--- src/rtl/write_back.sv ---
// write_back: final pipeline stage committing register, flags and store results.
// Optional retired-instruction counter enabled by defining WRITE_BACK_RETIRE_COUNT_EN.
module write_back #(
  parameter int REG_INDEX_BITS = 5,
  parameter int FLAGS_REG = 31
) (
  input  logic                      clock,
  input  logic                      reset_n,
  input  logic                      in_valid,
  input  logic [31:0]               in_pc,
  input  logic [REG_INDEX_BITS-1:0] in_destination_register,
  input  logic                      in_is_writing_memory,
  input  logic [3:0]                in_flags,
  input  logic [31:0]               in_destination_value,
  input  logic [31:0]               in_adjustment_value,
  input  logic                      in_has_flushed,
  output logic                      hold,
  output logic [REG_INDEX_BITS-1:0] rf_read_index,
  input  logic [31:0]               rf_read_value,
  output logic                      rf_write_enable,
  output logic [REG_INDEX_BITS-1:0] rf_write_index,
  output logic [31:0]               rf_write_value,
  output logic                      flags_write_enable,
  output logic [31:0]               flags_write_value,
  output logic [31:0]               mem_address,
  output logic [31:0]               mem_writedata,
  output logic                      mem_write,
  input  logic                      mem_waitrequest,
`ifdef WRITE_BACK_RETIRE_COUNT_EN
  output logic [31:0]               retired_count,
`endif
  output logic [31:0]               retired_pc,
  output logic                      has_flushed
);
  typedef enum logic [1:0] {IDLE, STORE, UPDATE} state_t;
  localparam logic [REG_INDEX_BITS-1:0] flags_index = REG_INDEX_BITS'(FLAGS_REG);
  state_t state;
  logic [31:0] adj, store_pc, base;
  logic dest_zero;
  assign hold = reset_n && state != IDLE;
  assign rf_read_index = in_destination_register;
  assign dest_zero = in_destination_register == '0;
  // Writes issued last cycle have not reached the register file yet; forward them.
  always_comb
    base = (rf_write_enable && rf_write_index == rf_read_index) ? rf_write_value :
           (flags_write_enable && rf_read_index == flags_index) ? flags_write_value : rf_read_value;
  always_ff @(posedge clock or negedge reset_n)
    if (!reset_n) begin
      state <= IDLE;
      rf_write_enable <= 1'b0;
      rf_write_index <= '0;
      rf_write_value <= '0;
      flags_write_enable <= 1'b0;
      flags_write_value <= '0;
      mem_address <= '0;
      mem_writedata <= '0;
      mem_write <= 1'b0;
      retired_pc <= '0;
      has_flushed <= 1'b0;
      adj <= '0;
      store_pc <= '0;
    end else begin
      rf_write_enable <= 1'b0;
      flags_write_enable <= 1'b0;
      case (state)
        IDLE: begin
          has_flushed <= in_has_flushed;
          if (in_valid) begin
            rf_write_index <= in_destination_register;
            if (!in_is_writing_memory) begin
              rf_write_enable <= !dest_zero;
              rf_write_value <= in_destination_value;
              flags_write_enable <= 1'b1;
              flags_write_value <= {1'b0, in_flags, 27'd0};
              retired_pc <= in_pc;
            end else if (dest_zero) begin
              retired_pc <= in_pc;
            end else begin
              mem_write <= 1'b1;
              mem_address <= base;
              mem_writedata <= in_destination_value;
              adj <= in_adjustment_value;
              store_pc <= in_pc;
              state <= STORE;
            end
          end
        end
        STORE:
          if (!mem_waitrequest) begin
            mem_write <= 1'b0;
            retired_pc <= store_pc;
            rf_write_enable <= adj != '0;
            rf_write_value <= mem_address + adj;
            state <= adj != '0 ? UPDATE : IDLE;
          end
        default: state <= IDLE;
      endcase
    end
`ifdef WRITE_BACK_RETIRE_COUNT_EN
  logic commit;
  assign commit = (state == IDLE && in_valid && !in_has_flushed && (!in_is_writing_memory || dest_zero)) ||
                  (state == STORE && !mem_waitrequest);
  always_ff @(posedge clock or negedge reset_n)
    if (!reset_n) retired_count <= '0;
    else if (commit) retired_count <= retired_count + 32'd1;
`endif
endmodule

--- config.mk ---
export PLATFORM = sky130hd
export DESIGN_NAME = write_back
export DESIGN_NICKNAME = d
export VERILOG_FILES = /design/src/rtl/write_back.sv
export SDC_FILE = /design/constraint.sdc
export NUM_CORES = 1
export LEC_CHECK = 0
export ABC_AREA = 1
export CAP_MARGIN = 20
export CORE_MARGIN = 3
export CORE_UTILIZATION = 53
export DETAILED_ROUTE_END_ITERATION = 10
export PLACE_DENSITY = 0.87
export SLEW_MARGIN = 15
export SYNTH_ARGS = -nofsm -noshare
export SYNTH_HDL_FRONTEND = slang
export SYNTH_SLANG_ARGS = --single-unit
export TNS_END_PERCENT = 30
--- constraint.sdc ---
create_clock -name clock -period 4.8 [get_ports clock]
set_input_delay 1.2 -clock clock [delete_from_list [all_inputs] [get_ports clock]]
set_output_delay 1.2 -clock clock [all_outputs]
set_load 0.01 [all_outputs]
==> results by group <==
Global routing
  • Initial antenna violation count: 1
  • Largest net degree at the start of global routing: 84
  • First-pass GRT wire length: 60.6 mm
  • Tot GR Track Use: 31.7%
  • GRT overflow: 0
  • Vias in the first global route: 11300

Setup path
  • Slowest cell delay on critical path: 0.58 ns
  • Most frequent CP cell: clkdlybuf4s50_1
  • Arr. time, crit path: 2.35 ns
  • CP Data Required Time: 3.60 ns
  • Slowest cell on crit path: clkdlybuf4s50_1
  • CP Buf/Inv Count: 2
  • Setup crit end kind: output pin
  • Worst path cell trace: clkdlybuf4s50_1 > clkdlybuf4s50_1
  • CP top delay family: buffers and inverters
  • CP max FO: 5
  • Crit path kind: primary input to output pin
  • Startpoint Class: primary input

Floorplanning
  • Starting Density: 54.4%
  • Die H: 153 um
  • Num rows: 53
  • DIE AREA: 23500 um^2
  • Top Ports: 318
  • Die X: 153 um
  • Core box area: 21200 um^2

Power
  • Leakage: 7.80 nW
  • Worst IR Drop VDD: 427 uV
  • PD cells: 510 nW/um^2

Clocking
  • Root buffer cell: clkbuf_16
  • Htree depth: 1
  • Sink Count: 207
  • Clock edge transition at the registers on the reported setup and hold paths: 0.06 ns
  • Clock Tree Buf Depth: 3
  • Resized cells post-CTS: 0
  • CTS tree: yes
  • Worst-Skew Late Latency: 0.52 ns
  • Hold buffers post-CTS: 0
  • Setup bufs post-CTS: 0
  • CTS buffer count: 23

Yosys
  • Dominant cell type by area after synthesis: dfrtp_1
  • Netlist Area Pre-Place: 11500 um^2
  • Avg Cell Area, Syn: 7.19 um^2
  • EDFF count, synth: 0
  • Post-synth ARST share: 100%
  • Synth cell count leaders: nand2_1, dfrtp_1, inv_1
  • Post-Synthesis Cells: 1599
  • Post-synthesis sequential area ratio: 45.0%
  • Count leader, synth: nand2_1
  • Synth Warn #: 0
  • Register bit total from synthesis: 207
  • Top cell type's share of synthesized area: 45.0%
  • Synth Flop Type: dfrtp_1
  • Synth area leaders: dfrtp_1, nand2_1, inv_1
  • Post-synth cell types: 40

Route
  • Routed wire per std cell: 17.9 um
  • Drt drc: 0
  • Final ANT Viol Nets: 0
  • Pre-antenna DRT Iters: 5
  • Total number of vias: 11500
  • DRT iter0 DRCs: 767
  • Routed wire length: 38.3 mm
  • Avg Vias per Cell: 5.35

Timing
  • WHS: 0.472 ns
  • Clk_skew: 0.0170 ns
  • Final period utilization: 74.0%
  • Hold Fails Final Rpt: 0
  • Crit path time final: 3.55 ns
  • Max-slew headroom: 32.3%
  • Least-Margin Pin Slew: 1.01 ns
  • RSZ-0062 raised after global routing: false
  • Slew Limit Fails: 0
  • Setup TNS: 0 ns
  • Max Fclk: 0.281 GHz
  • Finish-stage setup viols: 0

Finish
  • FF+latch area: 5180 um^2
  • Area of the multi-input gates: 5270 um^2
  • Final nets: 2029
  • Share of cells above drive strength 1: 3.74%
  • Synth-to-layout area growth: 32.5%
  • # fillers: 1699

Status
  • Outcome: complete, no violations

Placement
  • Gpl congestion: 0.956
  • PortBufs: 289
  • Post-DP HPWL: 27.6 mm

Flow run
  • Max cap viols: 0

Worst hold path
  • HP Class: register to register
flip-flops by register name (all words and copies together) (netlist names):
register and cells:
retired_pc 32, has_flushed 1, mem_writedata 32, adj 32
mem_write 1, flags_write_enable 1, flags_write_value 4, store_pc 32
rf_write_value 32, state 2, rf_write_index 5, mem_address 32
rf_write_enable 1
per-stage QoR:
| stage | power, mW | instances | worst slack (ns) | instance area, um^2 | utilization [%] |
|---|---|---|---|---|---|
| 2_1_floorplan | 4.31 | 1626 | 2.21 | 11600 | - |
| 3_3_place_gp | 5.74 | 2103 | 1.28 | 14400 | 68.0 |
| 3_5_place_dp | 5.82 | 2103 | 1.25 | 14400 | 68.0 |
| 4_1_cts | 7.77 | 2145 | 1.25 | 15200 | 71.9 |
| 5_1_grt | 8.25 | 2147 | 1.22 | 15200 | 72.0 |
| 6_report | 7.76 | 2147 | 1.25 | 15200 | 72.0 |
tightest hold or removal path: stages, from the launching register on:
cell,delay [ns]
dfrtp_1,0.34
nand2_1,0.05
nand2_1,0.04
cell type report:
cell class,count,area share [%]
clock inverter,13,1.12
tap,275,2.26
clock buffer,29,4.25
multi-input combinational,1162,34.6
sequential,207,34.0
inverter,158,3.93
antenna,1,0.0164
timing repair buffer,302,19.9
per-layer routing:
metal	GRT usage (%)	share of wire, %	wire length [um]	up-vias
li1	-	-	-	5497
met5	0	0	0	-
met2	54.8	49	18900	542
met1	39.3	38	14600	5361
met4	10.5	3.5	1340	0
met3	7.59	9.2	3520	84
where the power goes:
group | leakage, nW | total (mW) | switching [mW] | internal, mW
combinational | 4.87 | 3.15 | 1.76 | 1.39
clock | 0.409 | 1.90 | 0.730 | 1.17
sequential | 2.52 | 2.71 | 0.453 | 2.26
total | 7.80 | 7.76 | 2.94 | 4.82
logic make-up after synthesis:
| group | synth area share [%] |
|---|---|
| mux | 0.0979 |
| flops | 45.0 |
| compound gates | 11.4 |
| simple gates | 28.9 |
| other cells | 0.0326 |
| buf+inv | 10.1 |
| fa+ha+maj | 3.55 |
| xor+xnor | 0.914 |
path summary, 6_finish.rpt:
path                                       startpoint                            end  slack (ns)  cells past startpoint
setup / recovery           in_destination_register[4]               rf_read_index[4]        1.25                      2
hold / removal                store_pc[1]$_DFFE_PN0P_        store_pc[1]$_DFFE_PN0P_        0.47                      2
setup reg to reg                 state[0]$_DFFE_PN0P_  rf_write_value[0]$_DFFE_PN0P_        2.23                      8
hold reg to reg               store_pc[1]$_DFFE_PN0P_        store_pc[1]$_DFFE_PN0P_        0.47                      2
max in group asynchronous                     reset_n    mem_address[27]$_DFFE_PN0P_        2.88                      3
min in group asynchronous                     reset_n     mem_address[0]$_DFFE_PN0P_        0.75                      2
cells in the final DEF (no fill, tap or decap), types with 2 or more instances in the layout:
| cell type | netlist | routed |
|---|---|---|
| nand2_1 | 681 | 681 |
| clkdlybuf4s50_1 | 0 | 288 |
| dfrtp_1 | 207 | 207 |
| inv_1 | 152 | 152 |
| a21oi_1 | 89 | 89 |
| nor2_1 | 87 | 86 |
| o21ai_0 | 75 | 75 |
| nand3_1 | 46 | 46 |
| o21ai_1 | 40 | 40 |
| a31oi_1 | 34 | 34 |
| ha_1 | 31 | 31 |
| conb_1 | 1 | 28 |
| clkbuf_16 | 0 | 23 |
| xor2_1 | 11 | 11 |
| buf_4 | 34 | 11 |
| nor4_1 | 8 | 8 |
| clkinv_2 | 0 | 7 |
| nand4_1 | 6 | 6 |
| clkbuf_8 | 0 | 5 |
| inv_2 | 4 | 4 |
| bufinv_16 | 0 | 4 |
| o21bai_1 | 3 | 3 |
| nor2_4 | 2 | 3 |
| nor3_1 | 3 | 3 |
| a21o_1 | 2 | 2 |
| nor2_8 | 2 | 2 |
| o22ai_1 | 2 | 2 |
| inv_6 | 0 | 2 |
No activity file was read; power rests on OpenSTA's default activity.
